[config.mk]
export PLATFORM = sky130hd
export DESIGN_NAME = quad_enc_emulator_flat
export DESIGN_NICKNAME = d
export VERILOG_FILES = /design/src/rtl/quad_enc_emulator_if.sv /design/src/rtl/quad_enc_emulator.sv /design/src/flat_wrapper.sv
export SDC_FILE = /design/constraint.sdc
export NUM_CORES = 1
export LEC_CHECK = 0
export ABC_AREA = 1
export CORE_AREA = 8 8 91 155
export CTS_BUF_LIST = sky130_fd_sc_hd__clkbuf_4 sky130_fd_sc_hd__clkbuf_8
export DETAILED_ROUTE_END_ITERATION = 16
export DIE_AREA = 0 0 99 163
export GPL_TIMING_DRIVEN = 0
export PLACE_DENSITY = 0.88
export SETUP_SLACK_MARGIN = 0.1
export SLEW_MARGIN = 5
export SYNTH_ARGS = -nofsm -noshare
export SYNTH_HDL_FRONTEND = slang
export SYNTH_SLANG_ARGS = --single-unit
export TNS_END_PERCENT = 100
[constraint.sdc]
create_clock -name aclk -period 3.5 [get_ports aclk]
set_input_delay 0.7 -clock aclk [delete_from_list [all_inputs] [get_ports aclk]]
set_output_delay 0.7 -clock aclk [all_outputs]
set_load 0.01 [all_outputs]
[src/rtl/quad_enc_emulator_if.sv]
// Burst request channel for the quadrature encoder emulator.
// The master offers a signed 4x edge count; the emulator raises cnt_ready when idle.
interface quad_enc_emulator_if;
  logic               cnt_valid;
  logic signed [15:0] cnt_in;
  logic               cnt_ready;

  modport master (output cnt_valid, output cnt_in, input cnt_ready);
  modport slave  (input cnt_valid, input cnt_in, output cnt_ready);
endinterface

[src/rtl/quad_enc_emulator.sv]
// Quadrature encoder emulator: replays one gate's signed edge count as evenly
// spaced A/B transitions, clipped to what fits in a measurement gate.
module quad_enc_emulator #(
  parameter int GATE_CLOCKS     = 500000,
  parameter int EDGE_GAP_CYC    = 54,
  parameter int HEAD_DELAY_CYC  = 54,
  parameter int TAIL_SAFETY_CYC = 54
) (
  input  logic                aclk,
  input  logic                rst_n,
  quad_enc_emulator_if.slave  cnt,
  input  logic                flush,
  output logic                enc_a,
  output logic                enc_b,
  output logic                burst_done,
  output logic                sat_flag,
  output logic signed [31:0]  pos_out
);

  localparam int CAPACITY = (GATE_CLOCKS - HEAD_DELAY_CYC - TAIL_SAFETY_CYC) / EDGE_GAP_CYC;
  localparam logic [16:0] CAP17 = CAPACITY[16:0];
  // Counters load two short: one cycle is spent in EMIT, one in the accept/transition edge.
  localparam int HEAD_LOAD = (HEAD_DELAY_CYC >= 2) ? HEAD_DELAY_CYC - 2 : 0;
  localparam int GAP_LOAD  = (EDGE_GAP_CYC >= 2) ? EDGE_GAP_CYC - 2 : 0;

  typedef enum logic [1:0] {IDLE, HEAD, EMIT, GAP} state_t;

  state_t       state;
  logic         ready_r;
  logic         dir;
  logic [16:0]  remaining;
  logic [31:0]  wait_cnt;
  logic [17:0]  clip_res;
  logic         accept;

  function automatic logic [16:0] abs17(input logic signed [15:0] v);
    if (v[15]) return 17'd0 - {v[15], v};
    else       return {1'b0, v};
  endfunction

  // Returns {clipped, magnitude limited to CAPACITY}.
  function automatic logic [17:0] clip_mag(input logic [16:0] m);
    if (int'({15'd0, m}) > CAPACITY) return {1'b1, CAP17};
    else                             return {1'b0, m};
  endfunction

  function automatic logic [1:0] step_ab(input logic [1:0] ab, input logic fwd);
    case (ab)
      2'b00:   return fwd ? 2'b01 : 2'b10;
      2'b01:   return fwd ? 2'b11 : 2'b00;
      2'b11:   return fwd ? 2'b10 : 2'b01;
      default: return fwd ? 2'b00 : 2'b11;
    endcase
  endfunction

  assign cnt.cnt_ready = ready_r;
  assign accept        = cnt.cnt_valid & ready_r;

  always_comb begin
    clip_res = clip_mag(abs17(cnt.cnt_in));
  end

  always_ff @(posedge aclk or negedge rst_n) begin
    if (!rst_n) begin
      state      <= IDLE;
      ready_r    <= 1'b0;
      dir        <= 1'b1;
      remaining  <= '0;
      wait_cnt   <= '0;
      enc_a      <= 1'b0;
      enc_b      <= 1'b0;
      burst_done <= 1'b0;
      sat_flag   <= 1'b0;
      pos_out    <= '0;
    end else begin
      burst_done <= 1'b0;
      if (flush) begin
        state   <= IDLE;
        ready_r <= 1'b1;
      end else begin
        case (state)
          IDLE: begin
            if (accept) begin
              ready_r   <= 1'b0;
              dir       <= ~cnt.cnt_in[15];
              sat_flag  <= clip_res[17];
              remaining <= clip_res[16:0];
              if (clip_res[16:0] == 17'd0) begin
                burst_done <= 1'b1;
              end else begin
                wait_cnt <= 32'(HEAD_LOAD);
                state    <= (HEAD_DELAY_CYC >= 2) ? HEAD : EMIT;
              end
            end else begin
              ready_r <= 1'b1;
            end
          end
          HEAD, GAP: begin
            if (wait_cnt == 32'd0) state <= EMIT;
            else                   wait_cnt <= wait_cnt - 32'd1;
          end
          EMIT: begin
            {enc_a, enc_b} <= step_ab({enc_a, enc_b}, dir);
            pos_out        <= dir ? pos_out + 32'sd1 : pos_out - 32'sd1;
            remaining      <= remaining - 17'd1;
            if (remaining == 17'd1) begin
              burst_done <= 1'b1;
              state      <= IDLE;
            end else begin
              wait_cnt <= 32'(GAP_LOAD);
              state    <= (EDGE_GAP_CYC >= 2) ? GAP : EMIT;
            end
          end
          default: state <= IDLE;
        endcase
      end
    end
  end

endmodule
[src/flat_wrapper.sv]
// flat-port wrapper written by rule: the top's interface ports become plain ports
module quad_enc_emulator_flat 
#(
  parameter int GATE_CLOCKS     = 500000,
  parameter int EDGE_GAP_CYC    = 54,
  parameter int HEAD_DELAY_CYC  = 54,
  parameter int TAIL_SAFETY_CYC = 54
)
  (aclk, rst_n, flush, enc_a, enc_b, burst_done, sat_flag, pos_out, cnt_cnt_valid, cnt_cnt_in, cnt_cnt_ready);
  quad_enc_emulator_if cnt_i ();
  input  logic aclk;
  input  logic rst_n;
  input  logic flush;
  output logic enc_a;
  output logic enc_b;
  output logic burst_done;
  output logic sat_flag;
  output logic signed [31:0] pos_out;
  input wire logic [$bits(cnt_i.cnt_valid)-1:0] cnt_cnt_valid;
  input wire logic [$bits(cnt_i.cnt_in)-1:0] cnt_cnt_in;
  output wire logic [$bits(cnt_i.cnt_ready)-1:0] cnt_cnt_ready;
  assign cnt_i.cnt_valid = cnt_cnt_valid;
  assign cnt_i.cnt_in = cnt_cnt_in;
  assign cnt_cnt_ready = cnt_i.cnt_ready;
  quad_enc_emulator #(.GATE_CLOCKS(GATE_CLOCKS), .EDGE_GAP_CYC(EDGE_GAP_CYC), .HEAD_DELAY_CYC(HEAD_DELAY_CYC), .TAIL_SAFETY_CYC(TAIL_SAFETY_CYC)) u_core (.aclk(aclk), .rst_n(rst_n), .cnt(cnt_i), .flush(flush), .enc_a(enc_a), .enc_b(enc_b), .burst_done(burst_done), .sat_flag(sat_flag), .pos_out(pos_out));
endmodule
Word level (Yosys, flattened, before mapping)
Cells that the tools add are included.

storage, ports and cells
  output and inout port bits = 37
  register bits after elaboration = 89
  word-level logic and storage cells = 73

operators by class
  reduce and logical (&&, ||, !) cells = 12
  mux-type cells = 29
  bitwise gates (word level) = 3
  magnitude comparators = 1
  add/sub/neg operators = 5
  eq/ne operators = 13

operators by type and width
  operator                 count
  $mux W32                 5
  $pmux W32 S3             1
  $mux W17                 2
  $pmux W17 S2             1
  $add A32 B2 Y32 const B  1
  $logic_not A32 Y1        1
  $sub A32 B1 Y32 const B  1
  $sub A32 B2 Y32 const B  1
  $mux W18                 1
  $mux W2                  9
  $eq A17 B1 Y1 const B    1
  $gt A17 B14 Y1 const B   1
  $logic_not A17 Y1        1
  $sub A1 B16 Y17 const A  1
  $sub A17 B1 Y17 const B  1
  $pmux W2 S3              2
  $reduce_and A3 Y1        3
  $mux W1                  7
  $eq A2 B2 Y1 const B     3
  $ne A2 B2 Y1 const B     3
  $ne A3 B2 Y1 const B     2
  $reduce_and A5 Y1        1
  $eq A2 B1 Y1 const B     2
  $logic_not A2 Y1         2
  other kinds (8)          10

Longest topological paths before layout
  depth after elaboration = 9
  gate-level depth with buffers = 19

Least setup slack after synthesis
Ideal clock, no wire load.

  kind = reg-to-reg
  from = reg u_core.dir
  to = reg u_core.pos_out[30]
  buffers on the path = 0
  setup slack = 0.729 ns
  cell stages (with the launch flop) = 13
  data required time = 3.382 ns
  data arrival time = 2.653 ns
  library setup time = 0.118 ns
  cell sequence = dfstp_2 inv_1 fa_1 nand3_1 nand3_1 a21oi_1 o21ai_1 a21oi_1 o21ai_1 nand3b_1 nand3_1 nand3_1 nand2_1

between the ends
  longest elaborated chain between the ends = 1

ends and longest elaborated chain
  element                   RTL line                  source
  start: declaration        quad_enc_emulator.sv:30   logic dir;
  start signal: assignment  quad_enc_emulator.sv:85   dir <= ~cnt.cnt_in[15];
  $mux W32                  quad_enc_emulator.sv:104  pos_out <= dir ? pos_out + 32'sd1 : pos_out - 32'sd1;
  end signal: assignment    quad_enc_emulator.sv:104
  end: declaration          quad_enc_emulator.sv:17   output logic signed [31:0] pos_out

No other way between the ends.
A chain may end at the register's enable or synchronous reset.

Worst setup path after layout
  from = reg u_core.dir
  to = reg u_core.pos_out[28]

Same word-level chain as after synthesis.

==> key figures <==
Floorplanning
  • Core Box Area: 11900 um2
  • Initial Util: 60.1%
  • Chip Height: 163 um
  • Die area: 16100 um2
  • I/O pins: 57
  • Die width: 99 um
  • Std-Cell Rows: 53

Finish
  • N_diodes: 0
  • Fraction of layout cells with a size suffix above 1: 4.97%
  • Layout Cells excl Fill: 1303
  • Area growth from synthesis to layout: 14.1%
  • Area of the multi-input gates: 4390 um2
  • Final nets: 1216
  • Final core occ: 68.5%
  • Layout fillers: 1081
  • FF/Latch Area: 2230 um2
  • Final instance area: 8130 um2

STA
  • Slew headroom: 53.8%
  • Fin crit share: 92.4%
  • Post-layout min period: 3.23 ns
  • Setup-failing EPs final: 0
  • Clk_skew: 0.0186 ns
  • Max Slew Vio Count: 0
  • RSZ-0062 raised after global routing: false
  • Fmax: 309 MHz
  • Final hold violations: 0
  • Slew @ Worst Pin: 0.693 ns
  • Fin Hold WS: 0.230 ns

Drt
  • Drt wl/cell: 15.0 um
  • Total wire length: 19.5 mm
  • Vias/cell: 5.66
  • Antenna viol nets, final: 0
  • Via count: 7375
  • Pre-antenna DRT Iters: 6
  • Initial drt markers: 308
  • DRC Markers: 0

Synthesis
  • Mean area per synthesized cell: 6.55 um2
  • Ranking of synthesized cells by instance count: nand2_1, nor2_1, nand3_1
  • Mapped Cells: 1088
  • #FFs+latches synth: 89
  • Syn Nets: 1143
  • Most common cell in the netlist: nand2_1
  • Yosys warning count: 0
  • Number of distinct library cells after synthesis: 45
  • Post-synth top area cell: dfrtp_1
  • Post-synthesis async set-or-reset flop share: 100%
  • Synth area leaders: dfrtp_1, nand2_1, nor2_1, nand3_1, ha_1
  • EDFF count, synth: 0
  • Area of the mapped netlist: 7130 um2
  • Predominant post-synthesis flop cell: dfrtp_1
  • Yosys top cell area share: 30.9%
  • Seq/Total Area, Yosys: 31.3%

CTS
  • Clk sinks: 89
  • Num CTS Buffers: 9
  • H-Tree Level Count: 3
  • Clk buf depth: 2
  • CTS tree: yes
  • Root Buffer: clkbuf_8
  • Worst skew pair latency: 0.38 ns
  • Clk slew on worst S/H paths: 0.10 ns

Worst setup path
  • WP data arrival: 3.50 ns
  • Worst Setup EP: u_core.pos_out[28]$_DFFE_PN0P_
  • Worst R2R End: u_core.pos_out[28]$_DFFE_PN0P_
  • Startpoint Class: register
  • CP Data Required Time: 3.77 ns
  • CP endpoint kind: register
  • RR Startpoint: u_core.dir$_DFFE_PN1P_
  • Reg2Reg Depth: 13
  • Crit Path Category: register to register
  • Critical Path Fanout Max: 16
  • Critical Path Start: u_core.dir$_DFFE_PN1P_
  • R2r setup slk: 0.27 ns

GRT
  • Antenna violations before repair: 0
  • Total track usage: 25.0%
  • GRT overflow: 0
  • Vias in the first global route: 7377
  • First-pass GRT wire length: 32.8 mm
  • Pin count of the biggest net entering global routing: 65

Run status
  • Outcome: finished, final reports clean

Pwr
  • Total power: 0.00781 W
  • Peak VDD IR: 0.343 mV
  • Cell area power density: 960 nW/um2
  • Leakage: 4.06 nW

Place
  • Dpl cells: 1282
  • GPL Wtd Cong: 0.963
  • PortBufs: 56
  • Placed cell areas: 7890 um2
  • Detailed placer's ending HPWL: 15.5 mm

Hold path
  • Hold Path Class: input port to async pin

Run
  • Max-cap viol count: 0
-- state kept, by name, summed over array words and instances (netlist names) --
| register | count |
|---|---|
| u_core.wait_cnt | 32 |
| u_core.pos_out | 32 |
| u_core.cnt.cnt_ready | 1 |
| u_core.dir | 1 |
| u_core.state | 2 |
| u_core.enc_a | 1 |
| u_core.enc_b | 1 |
| u_core.remaining | 17 |
| u_core.burst_done | 1 |
| u_core.sat_flag | 1 |
-- cell usage in the layout, fill, tap and decap left out, types with 2 or more instances in the layout --
cell / instances
clkbuf_8: 9
o21ai_1: 8
clkinv_4: 3
a21oi_1: 39
inv_2: 3
clkbuf_1: 14
or2_2: 10
buf_1: 2
a21o_1: 4
clkinvlp_4: 3
o31ai_1: 3
dfrtp_1: 88
buf_6: 3
a211oi_1: 2
nand4_1: 13
o21ai_0: 56
nor4_1: 5
nand3b_1: 7
nand2_1: 317
ha_1: 34
inv_1: 100
nor3_1: 16
clkdlybuf4s50_1: 55
nand3_1: 109
nor2_1: 152
xor2_1: 27
inv_6: 2
o21bai_1: 10
o22ai_1: 2
nor2_2: 4
buf_4: 4
buf_2: 6
xnor2_1: 20
a31oi_1: 13
-- power breakdown --
part | switching [W] | total [W] | internal, W | leakage (nW)
clock network | 0.000411 | 0.000686 | 0.000275 | 0.0909
registers | 0.000392 | 0.00180 | 0.00140 | 1.14
logic | 0.00325 | 0.00533 | 0.00207 | 2.83
-- kinds of logic after synthesis --
| kind of cell | after synthesis | synth area share (%) |
|---|---|---|
| xor+xnor | 47 | 5.77 |
| buf+inv | 130 | 7.26 |
| simple gates | 639 | 37.7 |
| flops | 89 | 31.3 |
| compound gates | 148 | 11.8 |
| fa+ha+maj | 35 | 6.25 |
-- worst min-delay path by stage --
stage / slack, ns / end / startpoint / depth (start not counted)
after CTS: 0.24 / u_core.pos_out[0]$_DFFE_PN0P_ / rst_n / 1
after global placement: 0.45 / u_core.wait_cnt[0]$_DFFE_PN0P_ / u_core.wait_cnt[0]$_DFFE_PN0P_ / 2
after floorplan: 0.40 / u_core.burst_done$_DFF_PN0_ / rst_n / 0
final: 0.23 / u_core.pos_out[0]$_DFFE_PN0P_ / rst_n / 1
after detailed placement: 0.46 / u_core.wait_cnt[1]$_DFFE_PN0P_ / u_core.wait_cnt[1]$_DFFE_PN0P_ / 2
after global routing: 0.25 / u_core.pos_out[0]$_DFFE_PN0P_ / rst_n / 1
-- repair_timing --
| item | in CTS | in global routing |
|---|---|---|
| resized for setup | 3 | 2 |
| endpoints found under the hold margin | 0 | 0 |
| hold buffers | 0 | 0 |
| endpoints found under the setup margin | 11 | 9 |
| setup buffers | 0 | 4 |
| gates cloned | 1 | 0 |
-- area by class of cell --
| cell class | instances | area share (%) |
|---|---|---|
| Timing Repair inverter | 1 | 0.0923 |
| Sequential cell | 89 | 27.4 |
| Timing Repair Buffer | 61 | 7.72 |
| Buffer | 25 | 1.52 |
| Inverter | 105 | 4.89 |
| Clock inverter | 6 | 0.631 |
| Clock buffer | 10 | 1.62 |
| Tap cell | 137 | 2.11 |
| Multi-Input combinational cell | 869 | 54.0 |
-- worst max-delay path, stage by stage (launching register included) --
cell,delay (ns)
dfstp_2,0.69
clkinvlp_4,0.15
buf_12,0.17
fa_1,0.42
nand3_1,0.10
nand3_1,0.11
a21oi_1,0.25
o21ai_1,0.21
a21oi_1,0.43
o21bai_1,0.22
nand3b_1,0.16
nand3_1,0.08
nand3_1,0.10
nand2_1,0.05
-- routing by layer --
layer	GRT usage (%)	vias up	share of wire (%)
li1	-	3722	-
met3	3.04	69	3.7
met4	16.9	0	5.6
met5	0	-	0
met1	23.6	3378	37
met2	48.5	206	54
-- through the flow --
| step | setup TNS (ns) | setup WS [ns] |
|---|---|---|
| after CTS | 0 | 0.108 |
| after global placement | -136.82 | -1.55 |
| after floorplan | 0 | 0.729 |
| final | 0 | 0.267 |
| after detailed placement | -0.892 | -0.265 |
| after global routing | 0 | 0.104 |
No activity file was read; power rests on OpenSTA's default activity.
